[src/rtl/qos_init_fsm_n.sv]
// Init/flow-control FSM for the QoS datapath: latches and validates per-FIFO thresholds,
// tracks IDLE/ACTIVE, records sticky FIFO errors. Optional ERROR-entry counter under QOS_FSM_ERRCNT_EN.
module qos_init_fsm_n #(
  parameter int NFIFO = 5,
  parameter int UW    = 4,
  parameter int ERRW  = 8
) (
  input  logic                clk,
  input  logic                reset_L,
  input  logic                init,
  input  logic [NFIFO*UW-1:0] umbral_high,
  input  logic [NFIFO*UW-1:0] umbral_low,
  input  logic [NFIFO-1:0]    fifo_empty,
  input  logic [NFIFO-1:0]    fifo_error,
  output logic [NFIFO*UW-1:0] umbral_high_q,
  output logic [NFIFO*UW-1:0] umbral_low_q,
  output logic [2:0]          state_out,
  output logic                init_out,
  output logic                idle_out,
  output logic                active_out,
  output logic                error_out,
  output logic                cfg_err,
  output logic [NFIFO-1:0]    error_full,
  output logic [ERRW-1:0]     err_count
);

  typedef enum logic [2:0] {
    ST_RESET  = 3'd0,
    ST_INIT   = 3'd1,
    ST_IDLE   = 3'd2,
    ST_ACTIVE = 3'd3,
    ST_ERROR  = 3'd4
  } state_e;

  state_e state_q, state_d;
  logic   thr_valid;

  // A threshold set is usable only if every FIFO has LOW <= HIGH.
  always_comb begin
    thr_valid = 1'b1;
    for (int i = 0; i < NFIFO; i++) begin
      if (umbral_low[i*UW +: UW] > umbral_high[i*UW +: UW]) thr_valid = 1'b0;
    end
  end

  // NOTE: every always_comb output gets a default first so no path can infer a latch.
  always_comb begin
    state_d = state_q;
    unique case (state_q)
      ST_RESET: state_d = ST_INIT;
      ST_INIT:  if (!init && thr_valid) state_d = ST_IDLE;
      ST_IDLE, ST_ACTIVE: begin
        if (|fifo_error)      state_d = ST_ERROR;
        else if (init)        state_d = ST_INIT;
        else if (&fifo_empty) state_d = ST_IDLE;
        else                  state_d = ST_ACTIVE;
      end
      ST_ERROR: if (init) state_d = ST_INIT;
      default:  state_d = ST_RESET;
    endcase
  end

  logic enter_init;
  assign enter_init = (state_d == ST_INIT) && (state_q != ST_INIT);

  // NOTE: sequential state uses non-blocking assignments so all registers update from pre-edge values.
  always_ff @(posedge clk or negedge reset_L) begin
    if (!reset_L) begin
      state_q       <= ST_RESET;
      umbral_high_q <= '0;
      umbral_low_q  <= '0;
      cfg_err       <= 1'b0;
      error_full    <= '0;
    end else begin
      state_q <= state_d;
      if (state_q == ST_INIT) begin
        umbral_high_q <= umbral_high;
        umbral_low_q  <= umbral_low;
      end
      cfg_err <= (state_q == ST_INIT) && (state_d == ST_INIT) && !thr_valid;
      if (enter_init)
        error_full <= '0;
      else if (state_q inside {ST_IDLE, ST_ACTIVE, ST_ERROR})
        error_full <= error_full | fifo_error;
    end
  end

  assign state_out  = state_q;
  assign init_out   = (state_q == ST_INIT);
  assign idle_out   = (state_q == ST_IDLE);
  assign active_out = (state_q == ST_ACTIVE);
  assign error_out  = (state_q == ST_ERROR);

`ifdef QOS_FSM_ERRCNT_EN
  logic            err_entry;
  logic [ERRW-1:0] err_cnt_q;

  assign err_entry = (state_q inside {ST_IDLE, ST_ACTIVE}) && (state_d == ST_ERROR);

  // Saturating; only reset clears it, re-init keeps the history.
  always_ff @(posedge clk or negedge reset_L) begin
    if (!reset_L)
      err_cnt_q <= '0;
    else if (err_entry && (err_cnt_q != '1))
      err_cnt_q <= err_cnt_q + 1'b1;
  end

  assign err_count = err_cnt_q;
`else
  assign err_count = '0;
`endif

endmodule

[config.mk]
export PLATFORM = sky130hd
export DESIGN_NAME = qos_init_fsm_n
export DESIGN_NICKNAME = d
export VERILOG_FILES = /design/src/rtl/qos_init_fsm_n.sv
export SDC_FILE = /design/constraint.sdc
export NUM_CORES = 1
export LEC_CHECK = 0
export ABC_AREA = 0
export CAP_MARGIN = 20
export CORE_UTILIZATION = 29
export CTS_BUF_LIST = sky130_fd_sc_hd__clkbuf_4
export CTS_CLUSTER_DIAMETER = 30
export CTS_CLUSTER_SIZE = 24
export DETAILED_ROUTE_END_ITERATION = 12
export GPL_TIMING_DRIVEN = 0
export PLACE_DENSITY = 0.6
export SLEW_MARGIN = 20
export SYNTH_ARGS = -nofsm -noshare
export SYNTH_HDL_FRONTEND = slang
export SYNTH_SLANG_ARGS = --single-unit
[constraint.sdc]
create_clock -name clk -period 1.7 [get_ports clk]
set_input_delay 0.425 -clock clk [delete_from_list [all_inputs] [get_ports clk]]
set_output_delay 0.425 -clock clk [all_outputs]
set_load 0.01 [all_outputs]
## Yosys cells after proc, flatten, opt, wreduce, memory -nomap -nowiden

Index checks and enable logic that the tools add are counted.

- Flip-flop bits (word level): 49
- Output and inout bits: 61
- Word-level logic and storage cells: 42

- $lt $le $gt $ge: 5
- Equality and inequality tests: 6
- Muxes and demuxes: 13
- Bitwise operators: 1
- Reductions and logical operators: 12

Operators with widths:

| operator | count |
|---|---|
| $gt 4x4->1 | 5 |
| $pmux 3 s4 | 1 |
| $mux 5 | 2 |
| $mux 3 | 3 |
| $eq 3x1->1 const B | 2 |
| $eq 3x2->1 const B | 2 |
| $mux 1 | 6 |
| $or 5x5->5 | 1 |
| $reduce_and 5->1 | 1 |
| $reduce_or 5->1 | 1 |
| $logic_and 1x1->1 | 4 |
| $eq 3x3->1 const B | 1 |
| $logic_not 3->1 | 1 |
| $ne 3x1->1 const B | 1 |
| $reduce_bool 3->1 | 1 |
| $logic_not 1->1 | 2 |
| $mux 2 | 1 |
| $reduce_bool 2->1 | 1 |
| $reduce_or 2->1 | 1 |

## Longest topological paths before layout

Gate-level depths: netlist of the first run.

- Depth after elaboration: 12
- Gate-level depth with buffers: 7
- Depth with buffers taken out: 7

## Least setup slack after synthesis of the first run

Ideal clock, no wire load.

- Path kind: input to register
- Start point: input umbral_high[19]
- End point: register state_q[1], in the netlist state_out[1]
- Library setup time: 65 ps
- Arrival time: 1602 ps
- Path slack: 33 ps
- Cell stages on the path: 6
- Buffers on the path: 0
- Cell sequence: inv_1 > ha_1 > a21oi_1 > nand3_1 > a222oi_1 > a41o_2

- Longest elaborated chain between the ends: 5

Ends and longest elaborated chain:

| item | RTL line | text |
|---|---|---|
| from (decl) | 11 | `input logic [NFIFO*UW-1:0] umbral_high,` |
| $gt 4x4->1 | 42 | `if (umbral_low[i*UW +: UW] > umbral_high[i*UW +: UW]) thr_valid = 1'b0;` |
| $mux 1 | 42 |  |
| $logic_and 1x1->1 | 51 | `ST_INIT: if (!init && thr_valid) state_d = ST_IDLE;` |
| $mux 3 | 51 |  |
| $pmux 3 s4 | 49 | `unique case (state_q)` |
| via state_d[1] | 35 | `state_e state_q, state_d;` |
| to (signal assigned) | 75 | `state_q <= state_d;` |
| to (decl) | 35 |  |

The timed path passes the listed nets, and every way through them passes these cells.
A chain may end at the register's enable or synchronous reset.

## Worst setup path after layout of the first run

- Start point: register state_q[2], in the netlist state_out[2]
- End point: output init_out

- Longest elaborated chain between the ends: 1

Ends and longest elaborated chain:

| item | RTL line | text |
|---|---|---|
| $eq 3x1->1 | 89 | `assign init_out = (state_q == ST_INIT);` |
| to (decl) | 18 | `output logic init_out,` |

No other way between the ends.

==> impl_summary.md, run 1 <==
Timing
Once routing completed, OpenROAD measured the worst setup slack at -89.68 ps. Counting I/O delays and the setup requirement, the final critical path takes 1790 ps. The worst setup skew after layout is ~8 ps. Setup repair after global routing could not meet its margin everywhere. The max-slew violation total from the final report is 0. The worst pin sits at a relative slew slack of between 50% and 60%.

The final count of hold timing violations came to 0. Setup total negative slack on the finished layout was measured at -117.8 ps. Setup violations remaining at the end of the flow were counted as 3. For the pin with the worst max-slew slack, the measured transition is between 600 and 700 ps. Of the available clock period, the critical path in the final layout requires 105.3%. Based on the critical path, the design can be clocked at up to 558.8 MHz. Hold is met by around 49 ps.

Pwr
The reported net switching power is approximately 1.3 mW. Sequential cells burn roughly 40% of the power. The internal power of the cells totals approximately 2.6 mW. The leakage power total is approximately 2.0 nW. The proportion of power drawn by combinational gates is about 45%. In this run switching power makes up about a third of total power.

The worst IR drop on VDD is between 0.3 and 0.4 mV. The power per unit of standard cell area is 968.6 mW/mm^2. In this run, the clock network consumes 14.1% of the power. The design draws slightly below 4 mW.

Die
The die area is 0.008926 sq mm. The starting utilization of the core area is between 30% and 40%. The die is ~94 microns tall. From left edge to right edge, the die measures ~94 microns. The core footprint is 0.008258 sq mm. The floorplan row count is 33. The total I/O pin count is about 110.

Detailed routing
The number of iterations in the first detailed-routing pass is 4. After detailed routing, the number of vias per cell comes to roughly 4.5. The remaining design rule violation count is 0. For this block, the initial DRC count from the detailed router was 33.

Wires add up to just over 6 mm. The detailed router placed just over 2k vias in this run. In the final routed layout, each cell accounts on average for about 14 microns.

The count of nets left with antenna violations after detail routing is 0.

Placed design
The placed cell area is between 0.003 and 0.004 sq mm. Detailed placement ended at an HPWL of around 4.4 mm. During placement, the flow inserted port buffers numbering 105. At the end of routability-driven placement, the weighted congestion stood at approximately 0.67. In this run, placement finished with an instance count of around 430. The minimum setup slack after placement is -753.0 ps.

Critical path
The data arrival time of the critical path is ~1400 ps. Along the worst path, the maximum fanout reaches 2. The setup path with the least slack is of type register to primary output. The worst setup path is captured at a primary output. The required arrival time at the worst endpoint is between 1000 and 1500 ps. The setup check on the worst reg-to-reg path leaves a slack of 40 ps. STA classifies the critical path startpoint as a register.

Clock network
The longest clock path from root to sink contains 2 buffers. The H-tree generated during clock tree synthesis spans 2 levels. The TritonCTS clock tree is built. In this run the clock root is driven by a clkbuf_4. TritonCTS created 5 clock buffers. The number of clock sinks seen by CTS is between 40 and 50.

The clock latency reported for the late side of the worst-skew pair is approximately 360 ps. The register clock-pin slew on the reported worst setup and hold paths is 140 ps.

Global routing
The first global-routing pass estimated 9.632 mm of wire. The largest net degree at the start of global routing is 50. The number of global-route vias before repair is roughly 2k.

The aggregate global-route resource usage is 13.98%. The initial antenna violation count is 0. Global routing finished with a remaining overflow of 0.

Layout
0 antenna diodes ended up in the layout. The finished cells cover around 0.0040 sq mm. After filler insertion, the fill cell instance count of the layout stands at slightly below 800. The total number of nets in the final design is 418. The final cell utilization of the core is 48.35%. From synthesis to final layout, the design area changed by 61.00%. The register area is between 0.001 and 0.0015 sq mm. Of the cells placed in the final design, the portion with a size suffix greater than 1 is 31.79%.

The finished layout holds ~450 standard cells, fillers aside. In the final layout, the multi-input gates occupy between 0.001 and 0.0015 sq mm.

Logic synthesis
For this run, the register share of the synthesized area comes to 49.45%. The count of yosys warnings during synthesis is 0. Synthesis instantiated 29 different standard cells from the library. The synthesized area divided by synthesized cell count is about 12 sq um. The most area-hungry cell type in the Yosys netlist is dfrtp_1. By area the synthesized netlist is led by dfrtp_1 (49%), mux2_2 (17%), ha_1 (10%).

The cell count after synthesis came out at 211. In this run the biggest area consumer among cell types represents 49.45% of the synthesized area. Synthesis inferred 49 register bits. Summing every instance area after synthesis gives about 0.0025 sq mm.

Job
The max capacitance violation total is 0.

Status
The flow ran to the end, but the final reports show violations. The checks that failed: negative setup slack.

Min path
The path class of the tightest hold or removal check is input port to asynchronous set/reset pin.
==> cells in the mapped netlist (all sizes together) <==
| master | number |
|---|---|
| mux2 | 40 |
| maj3 | 1 |
| nand3 | 2 |
| a222oi | 1 |
| a41o | 1 |
| nor3b | 1 |
| conb | 1 |
| a31oi | 2 |
| nor2b | 1 |
| nand4b | 1 |
| nand4 | 6 |
| nor2 | 11 |
| nor3 | 3 |
| and2 | 1 |
| o22ai | 1 |
| ha | 20 |
| o32ai | 1 |
| nand2b | 1 |
| buf | 12 |
| inv | 27 |
| nand2 | 7 |
| dfrtp | 49 |
| a21boi | 1 |
| a21oi | 14 |
| o21ai | 6 |
==> power groups by stage <==
stage               logic [mW]  clock network, mW  registers [mW]
floorplan                0.666                  0            1.77
global route              1.89              0.625            1.64
CTS                       1.65              0.581            1.60
detailed placement        1.74                  0            1.64
finish                    1.73              0.546            1.59
global placement          1.73                  0            1.63
==> state kept, by name, indices dropped and copies added, names as in the netlist <==
register       count
state_out          3
umbral_low_q      20
error_full         5
cfg_err            1
umbral_high_q     20
==> per-layer routing <==
metal / vias up / routed length [microns] / GRT usage (%)
met5: - / 0 / 0
met4: 0 / 54 / 3.030
met3: 5 / 519 / 4.428
met2: 72 / 2876 / 23.97
met1: 956 / 2650 / 17.14
li1: 979 / - / -
==> layout make-up <==
type	instances	area share, %
multi-input cells	130	30.93
flip-flops and latches	49	30.77
repair buffers	120	27.80
plain buffers	12	3.291
well taps	105	3.291
inverters	27	2.538
clock buffers	6	1.128
clock inverters	2	0.2507
==> layout by cell type, fill, tap and decap left out, drive strengths merged, types with 2 or more instances in the layout <==
cell            n
dlygate4sd2    58
dfrtp          49
mux2           40
clkdlybuf4s50  35
buf            33
inv            27
ha             20
a21oi          14
nor2           11
conb            8
nand2           7
nand4           6
clkbuf          6
dlymetal6s2s    6
o21ai           6
nor3            3
nand3           2
a31oi           2
clkinv          2
==> cells by family (layout without fill, tap and decap cells) <==
family / after synthesis / count (layout) / synth area share, %
adder cells (fa/ha/maj): 21 / 21 / 10.49
multiplexers: 40 / 40 / 18.16
flip-flops: 49 / 49 / 49.45
buffers and inverters: 39 / 167 / 8.325
AND/OR/NAND/NOR: 34 / 34 / 7.115
AO/OA/AOI/OAI: 27 / 27 / 6.307
other: 1 / 8 / 0.1512
==> path summary, 6_finish.rpt <==
path | end | cells past startpoint | from
min in group clk | umbral_low_q[16] | 2 | umbral_low[16]
worst max register to register | umbral_low_q[9] | 6 | state_out[2]
max in group asynchronous | state_out[1] | 1 | reset_L
worst min-delay path | umbral_low_q[10] | 1 | reset_L
worst min register to register | umbral_low_q[4] | 1 | umbral_low_q[4]
worst max-delay path | init_out | 4 | state_out[2]
==> critical path, stage by stage, from the launching register on <==
cell and delay, ps:
dfrtp_2 440, buf_6 130, nor3_4 210, buf_6 140, buf_6 90
==> timing repair <==
| action | in CTS | in global routing |
|---|---|---|
| setup endpoints to repair | 83 | 8 |
| hold endpoints to repair | 0 | 0 |
| setup buffers | 10 | 5 |
| resized for setup | 106 | 29 |
| hold buffers | 0 | 0 |
| pin swaps | 10 | 8 |
Note: power is estimated with default switching activity, not from simulation.
==> run 2: changes to the inputs <==
- PLACE_DENSITY: 0.6 -> 0.64
==> run 2 against run 1 <==
Effect of this change:
- setup slack improved by 14 ps
- the run still ends with negative setup slack left
- register-to-register slack improved by 40 ps
- clock power up 26%
==> impl_summary.md, run 2 (synthesis results as in run 1) <==
Timing
Derived from the worst setup path, the maximum achievable clock frequency is between 500 and 600 MHz. The worst-case headroom to the max-slew limit is between 50% and 60%. The final count of negative-setup-slack endpoints is 3. The worst setup skew after layout is roughly 14 ps. The transition at the pin with the smallest max-transition slack is about 650 ps.

The time the final worst path needs with I/O delays and setup is roughly 1800 ps. On the final layout, the worst hold slack is about 50 ps. Setup total negative slack on the finished layout was measured at -86.06 ps.

Setup repair after global routing could not meet its margin everywhere. The period utilization is 104.5%. The final count of hold timing violations is 0. The max-slew violation total from the final report came to 0. Across all setup checks in the final design, the least slack found is -76.12 ps.

Clock network
Clock tree synthesis found a total of roughly 50 sinks. The root buffer cell chosen for the clock tree is clkbuf_4. The TritonCTS clock tree is built. Clock tree synthesis inserted a total of 5 buffers.

The clock passes through at most 2 buffers. For the worst-skew pair, the clock arrives at the later sink with an insertion delay of 360 ps. The register clock-pin slew on the reported worst setup and hold paths is 140 ps.

The number of H-tree levels is 2.

Global routing
The first global-routing pass estimated around 9.5 mm of wire. Entering global routing, the biggest net connects 50 pins. The number of global-route vias before repair is between 2k and 2.5k. The aggregate global routing overflow is 0. The aggregate global-route resource usage is approximately 14%.

The initial antenna violation count is 0.

Detailed routing
The remaining design rule violation count is 0. In this run the remaining antenna-violating nets after routing total 0. In the final routed layout, each cell accounts on average for roughly 13 microns. The ratio of routed vias to standard cells is between 4 and 5. The number of iterations in the first detailed-routing pass is 4. The total detailed-routing wirelength is roughly 6.0 mm. The number of vias after detailed routing is 2,018. After the first detailed-routing iteration, the DRC count stood at 48.

Status
The flow ran to the end, but the final reports show violations. The final reports fail on negative setup slack.

Job
The max capacitance violation total is 0.

Min path
The worst min-delay path category is input port to asynchronous set/reset pin.

Pwr
The power per unit of standard cell area is 986.4 mW/mm^2. The power after layout is about 4 mW. The worst IR drop on VDD is 0.4735 mV.

The analysis attributes to cell leakage a power of 1.995 nW.

Layout
The number of filler instances in the final layout is 808. For this run, the post-layout net count is between 400 and 500. With fillers left out, the area of the finished cells amounts to between 0.003 and 0.004 sq mm. The count of antenna diodes in the layout is 0. The largest registers in the layout are umbral_high_q: 20 flops, umbral_low_q: 20 flops, error_full: 5 flops. The ratio of cells with drive above 1 in the final layout is roughly 29%. The library cell used most frequently in the layout, excluding fill and tap cells, is dlygate4sd2_1. In the layout the commonest cells are dlygate4sd2_1 (54), dfrtp_1 (47), mux2_2 (37), clkdlybuf4s50_1 (32), inv_1 (21). The signed area change from the synthesized netlist to the final layout is 60.75%.

Die
The total I/O pin count is 114. The die height is about 94 microns. The core footprint is a little over 0.008 sq mm.

The starting utilization of the core area is a little under a third. The die covers 0.008926 sq mm. The floorplan die width is around 94 microns. In this run the core area contains 33 standard-cell rows.

Placed design
The wire-length estimate of the detail-placed layout is between 4 and 5 mm. At the end of routability-driven placement, the weighted congestion stood at roughly 0.71. OpenSTA, run right after detailed placement, puts the worst setup slack at -768.9 ps. The placed cell area is 0.003686 sq mm. The count of buffers added on input and output ports is 105.

Critical path
The worst register-to-register path begins at state_out[2]. The critical-path maximum fanout is 3. The category of the worst setup path capture point is a primary output. The worst register-to-register path ends at umbral_high_q[3].

At the worst endpoint, the required time is roughly 1300 ps. For flop-to-flop paths, the worst setup slack is about 80 ps. The nature of the critical path startpoint is a register. The data arrival time of the critical path is 1350 ps.

The number of cells on the worst reg-to-reg path is 5. The category of the most critical setup path is register to primary output. The launching instance or port of the critical path is state_out[2].
## run 2: cell types whose count changed in the layout (fill, tap and decap cells not counted), moves of 3 or more
cell and delta:
buf_6 +3, clkdlybuf4s50_1 -3, buf_12 -3, dlymetal6s2s_1 +6
dlygate4sd2_1 -4
## run 2: how the worst max path moves through the flow
stage / end / slack (ps)
floorplan: state_out[1] / 30
global placement: error_full[1] / -1330
detailed placement: state_out[0] / -770
CTS: init_out / -110
global route: init_out / -160
finish: init_out / -80
## run 2: timing repair
item | in CTS | in global routing
pin swaps | 12 | 8
endpoints found under the setup margin | 83 | 32
endpoints found under the hold margin | 0 | 0
setup buffers | 12 | 3
hold buffers | 0 | 0
resized for setup | 104 | 19
## run 2: through the flow
step                util, %  cells
floorplan                 -    218
global placement      44.67    428
detailed placement    44.64    428
CTS                   47.18    448
global route          48.27    451
finish                48.27    451
## run 2: power breakdown
group	total (mW)	switching (mW)	internal [mW]
registers	1.59	0.135	1.46
clock network	0.686	0.364	0.323
logic	1.65	0.731	0.923
total	3.93	1.23	2.70
## run 2: cell type report
cell class	instances	area [sq um]	area share (%)
tap	105	131.4	3.296
clock buffer	6	45.04	1.130
inverter	27	101.3	2.542
timing repair buffer	120	1130	28.34
sequential	49	1229	30.82
buffer	12	105.1	2.637
multi-input combinational	130	1211	30.38
clock inverter	2	33.78	0.8475
## run 2: routing by layer
metal / routed length (microns) / global-route usage (%)
met1: 2701 / 16.93
met2: 2881 / 24.21
met3: 392 / 3.704
met4: 51 / 3.030
met5: 0 / 0
## run 2: critical path, cell delays in order, from the launching register on
cell	delay (ps)
dfrtp_2	430
buf_6	130
nor3_4	200
buf_6	130
buf_6	90
